--- src/rtl/z_sdpram_reader.sv ---
// Purpose : streams `length` consecutive words from a simple dual-port RAM, starting
//           at `base_addr` and wrapping at DEPTH, onto a valid/ready stream with a last marker.
// Latency : first beat LATENCY cycles after the start cycle, then one beat per cycle; done one cycle after the last beat.
// Backpres: a stalled output beat (m_valid & ~m_ready) drops ram_ena_r, freezing RAM and tag pipelines.
//
// Ports:
//   clk, rst_n               clock (rising edge), asynchronous active-low reset
//   start, base_addr, length command; sampled only while idle, length 0 completes without RAM access
//   busy, done               busy while not idle; done pulses for one cycle at the end of a command
//   ram_ena_r, ram_addr_r    RAM read enable (also advances the RAM read pipeline) and address
//   ram_dout                 RAM read data, LATENCY enabled cycles after the address
//   m_valid/m_ready/m_data/m_last  output stream; m_data is ram_dout passed straight through
module z_sdpram_reader #(
    parameter int ADDR_WIDTH = 8,
    parameter int DATA_WIDTH = 128,
    parameter int DEPTH      = 192,
    parameter int LATENCY    = 2,
    parameter int LEN_WIDTH  = 9
) (
    input  logic                  clk,
    input  logic                  rst_n,
    input  logic                  start,
    input  logic [ADDR_WIDTH-1:0] base_addr,
    input  logic [LEN_WIDTH-1:0]  length,
    output logic                  busy,
    output logic                  done,
    output logic                  ram_ena_r,
    output logic [ADDR_WIDTH-1:0] ram_addr_r,
    input  logic [DATA_WIDTH-1:0] ram_dout,
    output logic                  m_valid,
    input  logic                  m_ready,
    output logic [DATA_WIDTH-1:0] m_data,
    output logic                  m_last
);

    typedef enum logic [1:0] {
        S_IDLE  = 2'd0,
        S_RUN   = 2'd1,
        S_DRAIN = 2'd2,
        S_DONE  = 2'd3
    } state_t;

    state_t                state;
    logic [ADDR_WIDTH-1:0] addr;
    logic [LEN_WIDTH-1:0]  remaining;

    // Tag pipeline: one valid bit and one last bit per RAM pipeline stage.
    // Shifting only on enabled cycles keeps each tag aligned with the word
    // sitting in the matching RAM output register.
    logic [LATENCY-1:0]    tv;
    logic [LATENCY-1:0]    tl;

    logic                  adv;
    logic                  reading;
    logic                  tag_v_in;
    logic                  tag_l_in;
    logic                  final_issue;
    logic                  last_hs;
    logic [ADDR_WIDTH-1:0] next_addr;

    // The pipeline may move whenever the output slot is empty or being
    // consumed. m_ready feeds ram_ena_r combinationally so a stall freezes
    // the RAM in the same cycle the consumer deasserts ready.
    assign adv       = ~m_valid | m_ready;
    assign reading   = (state == S_RUN) || (state == S_DRAIN);
    assign ram_ena_r = adv & reading;
    assign ram_addr_r = addr;

    // Only RUN issues real words; DRAIN issues dummy reads purely to push
    // the in-flight words out of the RAM, tagged invalid.
    assign tag_v_in    = (state == S_RUN);
    assign tag_l_in    = (state == S_RUN) && (remaining == LEN_WIDTH'(1));
    assign final_issue = (state == S_RUN) && ram_ena_r && (remaining == LEN_WIDTH'(1));

    assign next_addr = (addr == ADDR_WIDTH'(DEPTH - 1)) ? '0 : addr + 1'b1;

    assign m_valid = tv[LATENCY-1];
    assign m_last  = tl[LATENCY-1];
    assign m_data  = ram_dout;

    assign last_hs = m_valid & m_ready & m_last;

    assign busy = (state != S_IDLE);
    assign done = (state == S_DONE);

    always_ff @(posedge clk or negedge rst_n) begin
        if (!rst_n) begin
            state     <= S_IDLE;
            addr      <= '0;
            remaining <= '0;
            tv        <= '0;
            tl        <= '0;
        end else begin
            if (ram_ena_r) begin
                tv[0] <= tag_v_in;
                tl[0] <= tag_l_in;
                for (int i = 1; i < LATENCY; i++) begin
                    tv[i] <= tv[i-1];
                    tl[i] <= tl[i-1];
                end
            end

            case (state)
                S_IDLE: begin
                    if (start) begin
                        if (length == '0) begin
                            state <= S_DONE;
                        end else begin
                            state     <= S_RUN;
                            addr      <= base_addr;
                            remaining <= length;
                        end
                    end
                end

                S_RUN: begin
                    if (ram_ena_r) begin
                        remaining <= remaining - 1'b1;
                        // The final address is held so the dummy reads in
                        // DRAIN stay on an address known to be in range.
                        if (final_issue) begin
                            state <= S_DRAIN;
                        end else begin
                            addr <= next_addr;
                        end
                    end
                end

                S_DRAIN: begin
                    // The last beat can never surface while still in RUN:
                    // it is issued in RUN and needs at least one enabled
                    // cycle to reach the output.
                    if (last_hs) begin
                        state <= S_DONE;
                    end
                end

                S_DONE: begin
                    state <= S_IDLE;
                end

                default: begin
                    state <= S_IDLE;
                end
            endcase
        end
    end

endmodule

--- config.mk ---
export PLATFORM = sky130hd
export DESIGN_NAME = z_sdpram_reader
export DESIGN_NICKNAME = d
export VERILOG_FILES = /design/src/rtl/z_sdpram_reader.sv
export SDC_FILE = /design/constraint.sdc
export NUM_CORES = 1
export LEC_CHECK = 0
export ABC_AREA = 1
export BUFFER_PORTS_ARGS = -buffer_cell sky130_fd_sc_hd__buf_2
export CAP_MARGIN = 20
export CORE_AREA = 2 2 111 113
export DETAILED_ROUTE_END_ITERATION = 16
export DIE_AREA = 0 0 113 115
export SLEW_MARGIN = 5
export SYNTH_ARGS = -nofsm -noshare
export SYNTH_HDL_FRONTEND = slang
export SYNTH_SLANG_ARGS = --single-unit
export TNS_END_PERCENT = 20
--- constraint.sdc ---
create_clock -name clk -period 3.5 [get_ports clk]
set_input_delay 0.175 -clock clk [delete_from_list [all_inputs] [get_ports clk]]
set_output_delay 0.175 -clock clk [all_outputs]
set_load 0.02 [all_outputs]
==> metrics.md <==
| Metric | Value |
|---|---|
| Hold Fails Final Rpt | 0 |
| Vias in the first global route | between 1500 and 2000 |
| Initial antenna violation count | 0 |
| CTS buffer count | 3 |
| Slew at the pin with the worst max-slew slack | between 0.5 and 0.6 ns |
| Hold Path Class | input port to flop |
| Clk slew on worst S/H paths | approximately 0.060 ns |
| Via count | between 1500 and 2000 |
| Sequential standard cell area | 576 um2 |
| Post-route ant nets | 0 |
| Die ar. | between 10000 and 15000 um2 |
| Cell count after synthesis | between 300 and 400 |
| Sequential area share after synthesis | 22.1% |
| Most frequent cells in the layout | nand2_1, buf_2, inv_1, dfrtp_1, nand3_1 |
| Net Count, Synth | roughly 540 |
| PwrDens | roughly 900 nW/um2 |
| Buffers on Ports | 33 |
| Routability Congestion | 0.793 |
| Area Overhead vs Synth | -20.9% |
| CP Capture Type | flop |
| Largest fanout on the critical path | 22 |
| Synth warn | 0 |
| Clk buf depth | 2 |
| DP HPWL | between 4 and 5 mm |
| Worst skew pair latency | about 0.25 ns |
| Average size of a mapped cell | just under 7 um2 |
| Maxcap violations | 0 |
| GRT Resource Usage Total | slightly below 9% |
| Crit path time final | around 2.4 ns |
| FP Rows | 40 |
| Multi-input gate area | ~940 um2 |
| WS Path Type | flop to flop |
| Startpoint types | flop |
| Placed instance count | between 400 and 500 |
| Worst hold path depth | 5 |
| Fmax | ~410 MHz |
| Commonest non-fill, non-tap cell in the layout | nand2_1 |
| Failing checks | design-rule violations |
| Share of layout cells above drive strength 1 | about a fifth |
| Status | finished, violations left |
| Root buf cell | clkbuf_16 |
| Final WL | about 6.1 mm |
| Number of DRC markers in iteration 0 | 77 |
| Drc violations | 19 |
| Worst Skew | between 0.003 and 0.004 ns |
| Synth Cell Area | approximately 2600 um2 |
| RSZ-0062 raised after global routing | false |
| H-tree Lvls | 1 |
| First-pass GRT wire length | roughly 9.2 mm |
| Post-CTS setup buffer count | 0 |
| Number of nets in the layout | 442 |
| Placeable Area | between 10000 and 15000 um2 |
| CP Data Arrival Time | 2.58 ns |
| Initial core utilization | ~22% |
| Drt via density | 4.09 |
| CTS tree | built |
| CTS sink cnt | 23 |
| Peak supply drop | roughly 0.00034 V |
| Largest net degree at the start of global routing | 24 |
| Antenna diode count | 0 |
| Min Hold Slack | roughly 0.21 ns |
| Overflow left after global routing | 0 |
| Tcrit/Tclk final | around 69% |
| Setup_tns | 0 ns |
| Chip Height | ~120 um |
| R2R cell count | 9 |
| Layout Cells excl Fill | around 430 |
| Critical Path RT | ~3.7 ns |
| Final Slew Violations | 0 |
| Leakage | approximately 1.1 nW |
| Fill count | 1363 |
| DRT Pass-1 Iters | 12 |
| Final setup viols | 0 |
| WL/cell | approximately 14 um |
| Die W | 113 um |
| I/O Pins | just under 300 |
| Relative slew slack | between 60 and 70% |
| Unique masters post-synth | 26 |
| Synth Register Bits | 23 |
[cell families (layout without fill, tap and decap cells)]
kind of cell	Yosys count	count (layout)	synth area share [%]
and+or+nand+nor	164	164	27.1
AOI/OAI and AO/OA	20	20	4.04
adders and majority gates	8	8	3.85
xor gates and xnor gates	3	3	1.01
buffers and inverters	160	66	41.8
DFF	23	23	22.1
[report_power, final]
| group | total, mW | switching (mW) | internal [mW] | leakage, nW |
|---|---|---|---|---|
| Clock | 0.246 | 0.0927 | 0.154 | 0.0409 |
| Combinational | 1.09 | 0.732 | 0.363 | 0.757 |
| Sequential | 0.511 | 0.120 | 0.391 | 0.290 |
[area by class of cell]
class	count	share of cell area (%)
multi-input combinational	195	45.6
sequential	23	28.0
tap	147	8.94
timing repair buffer	34	8.52
inverter	28	5.11
clock buffer	3	3.65
clock inverter	1	0.243
[what timing repair did]
item	4_1_cts	5_1_grt
resized for setup	0	0
hold buffers	1	0
endpoints found under the hold margin	23	0
[per-layer routing]
metal	share of wire [%]	up-vias	routed length, um	track usage [%]
met5	0	-	0	0
met4	3.9	0	239	5.61
met3	12	24	717	3.53
met2	48	143	2880	14.4
met1	37	747	2220	9.97
li1	-	849	-	-
[synth_stat cells]
cell / number / share of area [%]
buf_4: 128 / 37
nand2_1: 106 / 15
inv_1: 24 / 3.5
dfrtp_1: 23 / 22
nand3_1: 20 / 3.8
nor2_1: 19 / 2.7
o21ai_0: 12 / 2.3
ha_1: 8 / 3.8
o21ai_1: 6 / 1.2
inv_2: 4 / 0.58
nand2_2: 4 / 0.96
clkbuf_1: 3 / 0.43
nand4_1: 3 / 0.72
or2_2: 3 / 0.72
xor2_1: 3 / 1.0
nor2_4: 2 / 0.87
a21boi_0: 1 / 0.29
and3_1: 1 / 0.24
buf_6: 1 / 0.43
nand3_2: 1 / 0.38
nand3b_1: 1 / 0.29
nor2_2: 1 / 0.24
nor3_1: 1 / 0.19
nor3_2: 1 / 0.38
o31ai_1: 1 / 0.29
or2_1: 1 / 0.24
[worst max-delay path: stages, from the launching register on]
cell	delay, ns
dfrtp_1	0.41
inv_1	0.12
ha_1	0.53
inv_2	0.31
nand2_1	0.15
nand3_2	0.11
nor2_4	0.33
nand2_2	0.19
nand2_1	0.10
nand2_1	0.05
[flip-flops by register name, summed over array words and instances (netlist names)]
signal / flops
remaining: 9
tl: 2
ram_addr_r: 8
state: 2
tv: 2
[worst paths after layout]
kind	slack, ns	end	from
max	1.07	ram_addr_r[0]	state[1]
min	0.21	ram_addr_r[4]	base_addr[4]
max reg2reg	1.07	ram_addr_r[0]	state[1]
min reg2reg	0.49	tv[1]	tv[0]
max in group asynchronous	2.73	remaining[5]	rst_n
min in group asynchronous	0.42	ram_addr_r[4]	rst_n
[stage by stage]
| stage | cell area [um2] | worst slack (ns) | util (%) | total power, mW |
|---|---|---|---|---|
| floorplan | 2600 | 1.95 | - | 1.57 |
| global placement | 1970 | 1.22 | 16.7 | 1.59 |
| detailed placement | 1970 | 1.07 | 16.7 | 1.62 |
| CTS | 2060 | 1.06 | 17.4 | 1.88 |
| global route | 2060 | 0.812 | 17.4 | 2.07 |
| finish | 2060 | 1.07 | 17.4 | 1.85 |
Note: power is estimated with default switching activity, not from simulation.
